--- config.mk ---
export PLATFORM = sky130hd
export DESIGN_NAME = sdram_access_scheduler_flat
export DESIGN_NICKNAME = d
export VERILOG_FILES = /design/src/rtl/sdram_access_scheduler_pkg.sv /design/src/rtl/sdram_access_scheduler_if.sv /design/src/rtl/sdram_access_scheduler_refresh_timer.sv /design/src/rtl/sdram_access_scheduler.sv /design/src/flat_wrapper.sv
export SDC_FILE = /design/constraint.sdc
export NUM_CORES = 1
export LEC_CHECK = 0
export ABC_CLOCK_PERIOD_IN_PS = 3800
export BUFFER_PORTS_ARGS = -buffer_cell sky130_fd_sc_hd__buf_2
export CAP_MARGIN = 0
export CORE_MARGIN = 2
export CORE_UTILIZATION = 45
export CTS_CLUSTER_SIZE = 16
export DETAILED_ROUTE_END_ITERATION = 16
export MAX_ROUTING_LAYER = met4
export PLACE_DENSITY_LB_ADDON = 0.08
export REMOVE_ABC_BUFFERS = 1
export SLEW_MARGIN = 20
export SYNTH_ARGS = -nofsm -noshare
export SYNTH_HDL_FRONTEND = slang
export SYNTH_SLANG_ARGS = --single-unit
--- constraint.sdc ---
create_clock -name CLK -period 3.8 [get_ports CLK]
set_clock_uncertainty 0.05 [all_clocks]
set_input_delay 0.19 -clock CLK [delete_from_list [all_inputs] [get_ports CLK]]
set_output_delay 0.19 -clock CLK [all_outputs]
set_load 0.05 [all_outputs]
--- src/rtl/sdram_access_scheduler_pkg.sv ---
// Shared encodings for the SDRAM access scheduler: command types, FSM states
// and the linear-address slice positions used by the controller and traversal logic.
package sdram_access_scheduler_pkg;

    localparam int ADDR_W = 24;
    localparam int FILL_W = ADDR_W + 1;

    // Row-fastest mapping: consecutive words walk rows, then columns, then banks
    localparam int BA_HI  = 23;
    localparam int BA_LO  = 22;
    localparam int COL_HI = 21;
    localparam int COL_LO = 13;
    localparam int ROW_HI = 12;
    localparam int ROW_LO = 0;

    typedef enum logic [1:0] {
        CMD_NOP     = 2'b00,
        CMD_WRITE   = 2'b01,
        CMD_READ    = 2'b10,
        CMD_REFRESH = 2'b11
    } cmd_t;

    typedef enum logic [1:0] {
        ST_IDLE      = 2'd0,
        ST_ISSUE     = 2'd1,
        ST_WAIT_DONE = 2'd2
    } state_t;

endpackage

--- src/rtl/sdram_access_scheduler_if.sv ---
// Request/grant and SDRAM command bus of the access scheduler.
// master = the scheduler, slave = requesters plus SDRAM controller side.
interface sdram_access_scheduler_if;
    import sdram_access_scheduler_pkg::*;

    logic                          WR_REQ;
    logic                          RD_REQ;
    logic                          CMD_READY;
    logic                          CMD_DONE;
    logic                          CMD_VALID;
    cmd_t                          CMD_TYPE;
    logic [BA_HI-BA_LO:0]          BA_OUT;
    logic [COL_HI-COL_LO:0]        COL_OUT;
    logic [ROW_HI-ROW_LO:0]        ROW_OUT;
    logic                          WR_GNT;
    logic                          RD_GNT;
    logic [FILL_W-1:0]             FILL_LEVEL;
    logic                          FULL;
    logic                          EMPTY;

    modport master (
        input  WR_REQ, RD_REQ, CMD_READY, CMD_DONE,
        output CMD_VALID, CMD_TYPE, BA_OUT, COL_OUT, ROW_OUT,
               WR_GNT, RD_GNT, FILL_LEVEL, FULL, EMPTY
    );

    modport slave (
        output WR_REQ, RD_REQ, CMD_READY, CMD_DONE,
        input  CMD_VALID, CMD_TYPE, BA_OUT, COL_OUT, ROW_OUT,
               WR_GNT, RD_GNT, FILL_LEVEL, FULL, EMPTY
    );

endinterface

--- src/rtl/sdram_access_scheduler_refresh_timer.sv ---
// Free-running refresh interval counter; raises ref_pending on each expiry
// and holds it until the scheduler reports the REFRESH command accepted.
module sdram_refresh_timer #(
    parameter int REF_INTERVAL = 780,
    parameter int REF_CNT_W    = 10
) (
    input  logic CLK,
    input  logic RESET,
    input  logic clear,
    output logic ref_pending
);

    logic [REF_CNT_W-1:0] cnt_reg;
    logic                 pending_reg;
    logic                 expire;

    assign expire      = (cnt_reg == REF_CNT_W'(REF_INTERVAL - 1));
    assign ref_pending = pending_reg;

    // A fresh expiry wins over a coincident clear so no interval is lost
    always_ff @(posedge CLK or negedge RESET) begin
        if (!RESET) begin
            cnt_reg     <= '0;
            pending_reg <= 1'b0;
        end else begin
            cnt_reg <= expire ? '0 : cnt_reg + 1'b1;
            if (expire)
                pending_reg <= 1'b1;
            else if (clear)
                pending_reg <= 1'b0;
        end
    end

endmodule

--- src/rtl/sdram_access_scheduler.sv ---
// Arbitrates the single SDRAM command port between logging writes, downlink reads
// and auto-refresh; owns the circular write/read pointers and the fill level.
module sdram_access_scheduler
    import sdram_access_scheduler_pkg::*;
#(
    parameter int REF_INTERVAL = 780,
    parameter int REF_CNT_W    = 10
) (
    input  logic                       CLK,
    input  logic                       RESET,
    sdram_access_scheduler_if.master   bus
);

    state_t              state_reg, state_next;
    cmd_t                cmd_type_reg, sel_cmd;
    logic [ADDR_W-1:0]   addr_reg;
    logic [ADDR_W-1:0]   wr_ptr_reg, wr_ptr_next;
    logic [ADDR_W-1:0]   rd_ptr_reg, rd_ptr_next;
    logic [FILL_W-1:0]   fill_reg, fill_next;
    logic                last_wr_reg;
    logic                wr_gnt_reg, rd_gnt_reg;
    logic                ref_pending, ref_clear;
    logic                full, empty, wr_ok, rd_ok, done_ev, cmd_valid;

    sdram_refresh_timer #(
        .REF_INTERVAL (REF_INTERVAL),
        .REF_CNT_W    (REF_CNT_W)
    ) u_refresh_timer (
        .CLK         (CLK),
        .RESET       (RESET),
        .clear       (ref_clear),
        .ref_pending (ref_pending)
    );

    assign full      = (fill_reg == FILL_W'(1) << ADDR_W);
    assign empty     = (fill_reg == '0);
    assign wr_ok     = bus.WR_REQ && !full;
    assign rd_ok     = bus.RD_REQ && !empty;
    assign done_ev   = (state_reg == ST_WAIT_DONE) && bus.CMD_DONE;
    assign ref_clear = (state_reg == ST_ISSUE) && bus.CMD_READY && (cmd_type_reg == CMD_REFRESH);

    // Refresh first, then round-robin between the two data paths
    always_comb begin
        sel_cmd = CMD_NOP;
        if (ref_pending)
            sel_cmd = CMD_REFRESH;
        else if (wr_ok && rd_ok)
            sel_cmd = last_wr_reg ? CMD_READ : CMD_WRITE;
        else if (wr_ok)
            sel_cmd = CMD_WRITE;
        else if (rd_ok)
            sel_cmd = CMD_READ;
    end

    always_ff @(posedge CLK or negedge RESET) begin
        if (!RESET)
            state_reg <= ST_IDLE;
        else
            state_reg <= state_next;
    end

    always_comb begin
        state_next = state_reg;
        case (state_reg)
            ST_IDLE:      if (sel_cmd != CMD_NOP) state_next = ST_ISSUE;
            ST_ISSUE:     if (bus.CMD_READY)      state_next = ST_WAIT_DONE;
            ST_WAIT_DONE: if (bus.CMD_DONE)       state_next = ST_IDLE;
            default:                              state_next = ST_IDLE;
        endcase
    end

    always_comb begin
        cmd_valid = (state_reg == ST_ISSUE);
    end

    always_comb begin
        wr_ptr_next = wr_ptr_reg;
        rd_ptr_next = rd_ptr_reg;
        fill_next   = fill_reg;
        if (done_ev) begin
            if (cmd_type_reg == CMD_WRITE) begin
                wr_ptr_next = wr_ptr_reg + 1'b1;
                fill_next   = fill_reg + 1'b1;
            end else if (cmd_type_reg == CMD_READ) begin
                rd_ptr_next = rd_ptr_reg + 1'b1;
                fill_next   = fill_reg - 1'b1;
            end
        end
    end

    always_ff @(posedge CLK or negedge RESET) begin
        if (!RESET) begin
            cmd_type_reg <= CMD_NOP;
            addr_reg     <= '0;
            wr_ptr_reg   <= '0;
            rd_ptr_reg   <= '0;
            fill_reg     <= '0;
            last_wr_reg  <= 1'b0;
            wr_gnt_reg   <= 1'b0;
            rd_gnt_reg   <= 1'b0;
        end else begin
            wr_ptr_reg <= wr_ptr_next;
            rd_ptr_reg <= rd_ptr_next;
            fill_reg   <= fill_next;
            wr_gnt_reg <= done_ev && (cmd_type_reg == CMD_WRITE);
            rd_gnt_reg <= done_ev && (cmd_type_reg == CMD_READ);
            if ((state_reg == ST_IDLE) && (sel_cmd != CMD_NOP)) begin
                cmd_type_reg <= sel_cmd;
                addr_reg     <= (sel_cmd == CMD_WRITE) ? wr_ptr_reg :
                                (sel_cmd == CMD_READ)  ? rd_ptr_reg : '0;
                if (sel_cmd != CMD_REFRESH)
                    last_wr_reg <= (sel_cmd == CMD_WRITE);
            end
        end
    end

    assign bus.CMD_VALID  = cmd_valid;
    assign bus.CMD_TYPE   = cmd_type_reg;
    assign bus.BA_OUT     = addr_reg[BA_HI:BA_LO];
    assign bus.COL_OUT    = addr_reg[COL_HI:COL_LO];
    assign bus.ROW_OUT    = addr_reg[ROW_HI:ROW_LO];
    assign bus.WR_GNT     = wr_gnt_reg;
    assign bus.RD_GNT     = rd_gnt_reg;
    assign bus.FILL_LEVEL = fill_reg;
    assign bus.FULL       = full;
    assign bus.EMPTY      = empty;

endmodule

--- src/flat_wrapper.sv ---
// flat-port wrapper written by rule: the top's interface ports become plain ports
module sdram_access_scheduler_flat import sdram_access_scheduler_pkg::*;
#(
    parameter int REF_INTERVAL = 780,
    parameter int REF_CNT_W    = 10
)
  (CLK, RESET, bus_WR_REQ, bus_RD_REQ, bus_CMD_READY, bus_CMD_DONE, bus_CMD_VALID, bus_CMD_TYPE, bus_BA_OUT, bus_COL_OUT, bus_ROW_OUT, bus_WR_GNT, bus_RD_GNT, bus_FILL_LEVEL, bus_FULL, bus_EMPTY);
  sdram_access_scheduler_if bus_i ();
  input  logic CLK;
  input  logic RESET;
  input wire logic [$bits(bus_i.WR_REQ)-1:0] bus_WR_REQ;
  input wire logic [$bits(bus_i.RD_REQ)-1:0] bus_RD_REQ;
  input wire logic [$bits(bus_i.CMD_READY)-1:0] bus_CMD_READY;
  input wire logic [$bits(bus_i.CMD_DONE)-1:0] bus_CMD_DONE;
  output wire logic [$bits(bus_i.CMD_VALID)-1:0] bus_CMD_VALID;
  output wire logic [$bits(bus_i.CMD_TYPE)-1:0] bus_CMD_TYPE;
  output wire logic [$bits(bus_i.BA_OUT)-1:0] bus_BA_OUT;
  output wire logic [$bits(bus_i.COL_OUT)-1:0] bus_COL_OUT;
  output wire logic [$bits(bus_i.ROW_OUT)-1:0] bus_ROW_OUT;
  output wire logic [$bits(bus_i.WR_GNT)-1:0] bus_WR_GNT;
  output wire logic [$bits(bus_i.RD_GNT)-1:0] bus_RD_GNT;
  output wire logic [$bits(bus_i.FILL_LEVEL)-1:0] bus_FILL_LEVEL;
  output wire logic [$bits(bus_i.FULL)-1:0] bus_FULL;
  output wire logic [$bits(bus_i.EMPTY)-1:0] bus_EMPTY;
  assign bus_i.WR_REQ = bus_WR_REQ;
  assign bus_i.RD_REQ = bus_RD_REQ;
  assign bus_i.CMD_READY = bus_CMD_READY;
  assign bus_i.CMD_DONE = bus_CMD_DONE;
  assign bus_CMD_VALID = bus_i.CMD_VALID;
  assign bus_CMD_TYPE = bus_i.CMD_TYPE;
  assign bus_BA_OUT = bus_i.BA_OUT;
  assign bus_COL_OUT = bus_i.COL_OUT;
  assign bus_ROW_OUT = bus_i.ROW_OUT;
  assign bus_WR_GNT = bus_i.WR_GNT;
  assign bus_RD_GNT = bus_i.RD_GNT;
  assign bus_FILL_LEVEL = bus_i.FILL_LEVEL;
  assign bus_FULL = bus_i.FULL;
  assign bus_EMPTY = bus_i.EMPTY;
  sdram_access_scheduler #(.REF_INTERVAL(REF_INTERVAL), .REF_CNT_W(REF_CNT_W)) u_core (.CLK(CLK), .RESET(RESET), .bus(bus_i));
endmodule
==> load_flow_metrics.sql, run 1 <==
INSERT INTO impl_metrics (metric_group, metric, value, unit) VALUES
('run_status', 'status', 'complete, no violations', ''),
('drt', 'route.vias.total', '5034', ''),
('critical_path', 'kind_of_critical_path', 'reg -> reg', ''),
('clock_network', 'clock_sink_count', '115', ''),
('timing', 'setup_viol', '0', ''),
('global_routing', 'grt_start_max_net_pins', '75', ''),
('synthesis', 'synth-async-reset-ratio', '100', '%'),
('timing', 'rsz0062_at_grt', 'no', ''),
('synthesis', 'synth.top_cell.area_share', '44.7', '%'),
('global_routing', 'antenna_found_initial', '0', ''),
('critical_path', 'timing.critical_path.fanout_max', '12', ''),
('power', 'power.clock.fraction', '20.7', '%'),
('critical_path', 'worst-r2r-cell-count', '12', ''),
('synthesis', 'synth_enable_flop_cells', '0', ''),
('clock_network', 'clock_tree_from_tritoncts', 'done', ''),
('drt', 'first_iter_violations', '403', ''),
('power', 'power_frac_comb', '55.7', '%'),
('placement', 'placed_instance_count', '878', ''),
('power', 'sequential_fraction_of_design_power', '23.6', '%'),
('power', 'power_per_cell_area', '1020', 'nW/um^2'),
('synthesis', 'synth.avg_cell_area', '9.87', 'sq um'),
('placement', 'gp_congestion', '0.942', ''),
('critical_path', 'cp-start-kind', 'register', ''),
('global_routing', 'total_routing_usage_reported_by_global_routing', '21.6', '%'),
('drt', 'vias_per_cell', '5.53', ''),
('synthesis', 'synth.top_cells.by_count', '115 x dfrtp_1, 69 x nor2_1, 65 x nand2_1', ''),
('timing', 'timing.max_slew.rel_slack', '31.9', '%'),
('critical_path', 'r2r_slack', '0.36', 'ns'),
('layout', 'fin_nets', '755', ''),
('layout', 'area.growth.synth_to_final', '16.1', '%'),
('global_routing', 'grt_first_pass_wirelength', '24800', 'um'),
('clock_network', 'ctsHtreeMaxLevel', '4', ''),
('clock_network', 'clk_transition_reported_paths', '0.06', 'ns'),
('critical_path', 'worstPathArrival', '3.70', 'ns'),
('hold_path', 'hold_class', 'in -> reg', ''),
('critical_path', 'r2r-start', 'u_core.bus.CMD_TYPE[1]$_DFFE_PN0P_', ''),
('floorplan', 'fp.dieArea', '15300', 'sq um'),
('floorplan', 'die_width', '124', 'um'),
('placement', 'hpwlAfterDp', '10300', 'um'),
('timing', 'timing.setup.tns', '0', 'ns'),
('placement', 'place.port_buffers', '61', ''),
('layout', 'diodes', '0', ''),
('clock_network', 'clock_tree.buffer_depth', '2', ''),
('synthesis', 'yosysUniqueCellTypes', '63', ''),
('drt', 'final_antenna_net_count', '0', ''),
('synthesis', 'dominantRegCellSynth', 'dfrtp_1', ''),
('timing', 'fin_worst_hold_slack', '0.0212', 'ns'),
('drt', 'drt_wl_cell', '16.1', 'um'),
('synthesis', 'synth_cells', '653', ''),
('power', 'total_leakage_power', '0.00347', 'uW'),
('synthesis', 'synth.ff_latch_count', '115', ''),
('floorplan', 'io-pin-count', '62', ''),
('critical_path', 'worst_ep_required_time', '4.07', 'ns'),
('critical_path', 'crit_path_start', 'u_core.bus.CMD_TYPE[1]$_DFFE_PN0P_', ''),
('clock_network', 'clkLatencyLatePin', '0.42', 'ns'),
('timing', 'final_cycle_share', '90.4', '%'),
('global_routing', 'grt-ovfl-total', '0', ''),
('power', 'internal_power', '3930', 'uW'),
('critical_path', 'reg2reg_to', 'u_core.bus.FILL_LEVEL[24]$_DFFE_PN0P_', ''),
('flow_run', 'maxCapViolCount', '0', ''),
('layout', 'flip_flop_count_of_the_largest_register_all_copies_and_words_added', '25', ''),
('clock_network', 'cts_resized', '0', ''),
('layout', 'total_non_filler_cell_area_in_the_finished_layout', '7480', 'sq um'),
('global_routing', 'first_global_vias', '5012', ''),
('synthesis', 'netlist_area', '6440', 'sq um'),
('drt', 'total_drc_errors_in_the_routed_layout', '0', ''),
('floorplan', 'fp.coreArea', '13900', 'sq um'),
('timing', 'finalCriticalPeriod', '3.44', 'ns'),
('floorplan', 'core.rowCount', '43', ''),
('clock_network', 'cts_inserted_buffers', '17', ''),
('drt', 'tritonroute_pass_1_iters', '4', '');
how the worst min path moves through the flow:
stage                     depth (start not counted)           from                               to  slack, ns
after floorplan                                   0          RESET   u_core.addr_reg[0]$_DFFE_PN0P_      -0.16
after global placement                            1          RESET   u_core.addr_reg[6]$_DFFE_PN0P_       0.34
after detailed placement                          1          RESET   u_core.addr_reg[6]$_DFFE_PN0P_       0.35
after CTS                                         2  bus_CMD_READY  u_core.state_reg[1]$_DFFE_PN0P_       0.01
after global routing                              2  bus_CMD_READY  u_core.state_reg[1]$_DFFE_PN0P_       0.01
final                                             2  bus_CMD_READY  u_core.state_reg[1]$_DFFE_PN0P_       0.02
layout make-up:
class	instances	area (sq um)
well taps	180	225
multi-input cells	495	3340
inverters	20	75.1
repair buffers	69	370
clock buffers	20	457
flip-flops and latches	115	2880
clock inverters	12	130
fillers	1257	6450
power groups by stage:
stage	logic (uW)	clock network (uW)	registers, uW
2_1_floorplan	2390	0	2670
3_3_place_gp	4180	0	1820
3_5_place_dp	4220	0	1830
4_1_cts	4260	1620	1820
5_1_grt	4680	1670	1870
6_report	4270	1590	1810
metal layers:
| metal | global-route usage (%) | vias up | part of all wire (%) |
|---|---|---|---|
| met4 | 8.95 | 0 | 2.4 |
| met3 | 4.85 | 31 | 3.8 |
| met1 | 26.8 | 2444 | 45 |
| li1 | - | 2468 | - |
| met5 | - | - | 0 |
| met2 | 34.2 | 91 | 49 |
placed cells by master, fill, tap and decap left out, types with 17 or more instances in the layout:
cell type / n
a21oi_1: 36
a22oi_2: 20
buf_2: 60
clkbuf_16: 17
dfrtp_1: 115
ha_1: 30
inv_1: 20
nand2_1: 65
nand3_1: 35
nor2_1: 69
o21ai_0: 25
xnor2_1: 41
xor2_1: 32
what timing repair did:
action	4_1_cts	5_1_grt
hold buffers	1	0
hold endpoints to repair	72	0
buffers inserted	0	0
cell families (layout without fill, tap and decap cells):
kind of cell | count (synthesis) | in the layout | share of synthesized area, %
AO/OA/AOI/OAI | 152 | 152 | 17.6
XOR/XNOR | 73 | 73 | 9.92
adder cells (fa/ha/maj) | 31 | 31 | 6.14
buffers and inverters | 43 | 121 | 3.53
flip-flops | 115 | 115 | 44.7
multiplexers | 3 | 3 | 0.524
AND/OR/NAND/NOR | 236 | 236 | 17.7
worst max-delay path, cell delays in order (launching register included):
cell,delay [ns]
dfrtp_1,0.43
inv_1,0.07
ha_1,0.19
inv_1,0.34
buf_4,0.25
ha_1,0.31
a21oi_1,0.24
a21oi_1,0.14
o41ai_1,0.39
nand2_1,0.15
a2111oi_0,0.55
a221oi_1,0.12
o311ai_1,0.10
stage by stage:
stage	power, uW	setup WS, ns	util [%]
after floorplan	5060	0.448	-
after global placement	6000	0.687	49.3
after detailed placement	6050	0.521	49.4
after CTS	7690	0.483	53.7
after global routing	8220	0.117	53.7
final	7660	0.364	53.7
(Power assumes the default switching activity.)
==> inputs of run 2 (changes only) <==
CTS_BUF_LIST = sky130_fd_sc_hd__clkbuf_4 sky130_fd_sc_hd__clkbuf_8   (was unset)
==> load_flow_metrics.sql, run 2 (synthesis gave the netlist of run 1 again) <==
INSERT INTO impl_metrics (metric_group, metric, value, unit) VALUES
('timing', 'timing.setup.tns', '0', 'ns'),
('power', 'power_per_cell_area', '988', 'nW/um^2'),
('critical_path', 'crit_buf_inv', '3', ''),
('drt', 'final_antenna_net_count', '0', ''),
('timing', 'worst_pin_slew', '0.980', 'ns'),
('layout', 'sequential_cell_area_in_the_final_layout', '2880', 'sq um'),
('placement', 'gp_congestion', '0.942', ''),
('critical_path', 'r2r-start', 'u_core.bus.CMD_TYPE[1]$_DFFE_PN0P_', ''),
('critical_path', 'reg2reg_to', 'u_core.bus.FILL_LEVEL[24]$_DFFE_PN0P_', ''),
('floorplan', 'initial_utilization', '46.2', '%'),
('critical_path', 'cells_along_the_critical_path', 'inv_1 > ha_1 > inv_1 > buf_4 > ha_1 > a21oi_1 > a21oi_1 > o41ai_1 > nand2_1 > a2111oi_0 > a221oi_1 > o311ai_1', ''),
('timing', 'finalCriticalPeriod', '3.35', 'ns'),
('layout', 'fillerInstances', '1279', ''),
('placement', 'place.port_buffers', '61', ''),
('placement', 'hpwlAfterDp', '10300', 'um'),
('critical_path', 'worst_ep_required_time', '4.10', 'ns'),
('floorplan', 'die_width', '124', 'um'),
('hold_path', 'hold-path-cell-count', '3', ''),
('timing', 'final_cycle_share', '88.1', '%'),
('clock_network', 'cts_setup_buffers', '0', ''),
('power', 'post_route_total_power', '7230', 'uW'),
('clock_network', 'clk_transition_reported_paths', '0.08', 'ns'),
('floorplan', 'floorplan_die_height', '124', 'um'),
('critical_path', 'path_depth', '12', ''),
('global_routing', 'antenna_found_initial', '0', ''),
('critical_path', 'crit_path_end_kind', 'register', ''),
('global_routing', 'grt-ovfl-total', '0', ''),
('timing', 'final_max_slew_viol_count', '0', ''),
('floorplan', 'core.rowCount', '43', ''),
('drt', 'drt_wl_cell', '16.0', 'um'),
('clock_network', 'cts_hold_repair.buffers', '3', ''),
('layout', 'mostFrequentLayoutCells', '115 x dfrtp_1, 69 x nor2_1, 65 x nand2_1', ''),
('floorplan', 'io-pin-count', '62', ''),
('hold_path', 'hold_class', 'in -> reg', ''),
('drt', 'route.vias.total', '5022', ''),
('critical_path', 'critical_path.max_stage_delay', '0.51', 'ns'),
('global_routing', 'total_routing_usage_reported_by_global_routing', '21.5', '%'),
('layout', 'fin_nets', '757', ''),
('floorplan', 'fp.dieArea', '15300', 'sq um'),
('global_routing', 'grt_first_pass_wirelength', '24600', 'um'),
('drt', 'total_drc_errors_in_the_routed_layout', '0', ''),
('global_routing', 'grt_start_max_net_pins', '75', ''),
('layout', 'drive_gt1_share', '19.5', '%'),
('layout', 'diodes', '0', ''),
('clock_network', 'clock_sink_count', '115', ''),
('layout', 'flip_flop_count_of_the_largest_register_all_copies_and_words_added', '25', ''),
('clock_network', 'cts_inserted_buffers', '17', ''),
('critical_path', 'timing.critical_path.fanout_max', '12', ''),
('power', 'peakVddDrop', '0.591', 'mV'),
('timing', 'final_hold_viol_count', '0', ''),
('clock_network', 'cts_root_buf', 'clkbuf_8', ''),
('critical_path', 'cp-start-kind', 'register', ''),
('run_status', 'status', 'complete, no violations', ''),
('flow_run', 'maxCapViolCount', '0', ''),
('timing', 'rsz0062_at_grt', 'no', ''),
('drt', 'vias_per_cell', '5.50', ''),
('drt', 'tritonroute_pass_1_iters', '5', ''),
('drt', 'first_iter_violations', '333', ''),
('clock_network', 'cts_resized', '0', ''),
('power', 'total_leakage_power', '0.00340', 'uW'),
('timing', 'achievable-frequency', '299', 'MHz'),
('critical_path', 'r2r_slack', '0.45', 'ns'),
('hold_path', 'holdCritStartpoint', 'bus_WR_REQ', ''),
('timing', 'timing.max_slew.rel_slack', '34.7', '%'),
('clock_network', 'clkLatencyLatePin', '0.45', 'ns'),
('clock_network', 'ctsHtreeMaxLevel', '4', ''),
('timing', 'setup_viol', '0', ''),
('floorplan', 'fp.coreArea', '13900', 'sq um'),
('layout', 'area.growth.synth_to_final', '13.5', '%'),
('drt', 'detail_route.wirelength', '14600', 'um'),
('layout', 'most_common_cell_after_layout_fill_and_taps_aside', 'dfrtp_1', ''),
('clock_network', 'clock_tree.buffer_depth', '2', ''),
('critical_path', 'worstPathArrival', '3.65', 'ns'),
('hold_path', 'worstHoldEndpoint', 'u_core.last_wr_reg$_DFFE_PN0P_', ''),
('layout', 'multi_input_area', '3340', 'sq um'),
('clock_network', 'clock_tree_from_tritoncts', 'done', ''),
('critical_path', 'critical_path.slowest_cell', 'a2111oi_0', ''),
('global_routing', 'first_global_vias', '4984', ''),
('critical_path', 'kind_of_critical_path', 'reg -> reg', ''),
('critical_path', 'crit_family', 'compound AO/OA/AOI/OAI gates', ''),
('critical_path', 'worst-r2r-cell-count', '12', '');
run 2: worst max-delay path by stage:
stage | startpoint | slack, ns | end
after global placement | u_core.bus.CMD_TYPE[1]$_DFFE_PN0P_ | 0.69 | u_core.bus.FILL_LEVEL[15]$_DFFE_PN0P_
after CTS | u_core.bus.CMD_TYPE[1]$_DFFE_PN0P_ | 0.47 | u_core.bus.FILL_LEVEL[24]$_DFFE_PN0P_
after global routing | u_core.bus.CMD_TYPE[1]$_DFFE_PN0P_ | 0.10 | u_core.bus.FILL_LEVEL[24]$_DFFE_PN0P_
after detailed placement | u_core.bus.CMD_TYPE[1]$_DFFE_PN0P_ | 0.52 | u_core.bus.FILL_LEVEL[24]$_DFFE_PN0P_
final | u_core.bus.CMD_TYPE[1]$_DFFE_PN0P_ | 0.45 | u_core.bus.FILL_LEVEL[24]$_DFFE_PN0P_
after floorplan | u_core.bus.CMD_TYPE[1]$_DFFE_PN0P_ | 0.45 | u_core.bus.FILL_LEVEL[24]$_DFFE_PN0P_
run 2: area by class of cell:
cell class | instances | area share, %
flip-flops and latches | 115 | 39.4
well taps | 180 | 3.08
inverters | 20 | 1.03
clock inverters | 12 | 1.78
clock buffers | 20 | 3.68
multi-input cells | 495 | 45.7
repair buffers | 71 | 5.34
run 2: where the power goes:
group	internal [uW]	switching, uW	leakage, uW
logic	1410	2850	0.00172
clock network	625	543	0.000203
registers	1520	286	0.00148
total	3550	3680	0.00340
run 2: tightest hold or removal path, stage by stage:
cell and delay (ns):
buf_2 0.13, a31oi_1 0.14, a21oi_1 0.05
run 2: per-layer routing:
layer / GRT usage, % / vias up / part of all wire (%)
met4: 9.73 / 0 / 2.6
met1: 26.7 / 2428 / 45
met2: 33.6 / 100 / 49
li1: - / 2466 / -
met5: - / - / 0
met3: 4.95 / 28 / 3.8
run 2: per-stage QoR:
step | util, % | instances | setup WS, ns | hold slack [ns] | area [sq um]
floorplan | - | 630 | 0.448 | -0.156 | 6290
global placement | 49.3 | 878 | 0.687 | 0.342 | 6880
detailed placement | 49.4 | 878 | 0.521 | 0.355 | 6880
CTS | 52.5 | 913 | 0.466 | 0.0321 | 7310
global route | 52.5 | 913 | 0.102 | 0.0671 | 7310
finish | 52.5 | 913 | 0.453 | 0.0529 | 7310
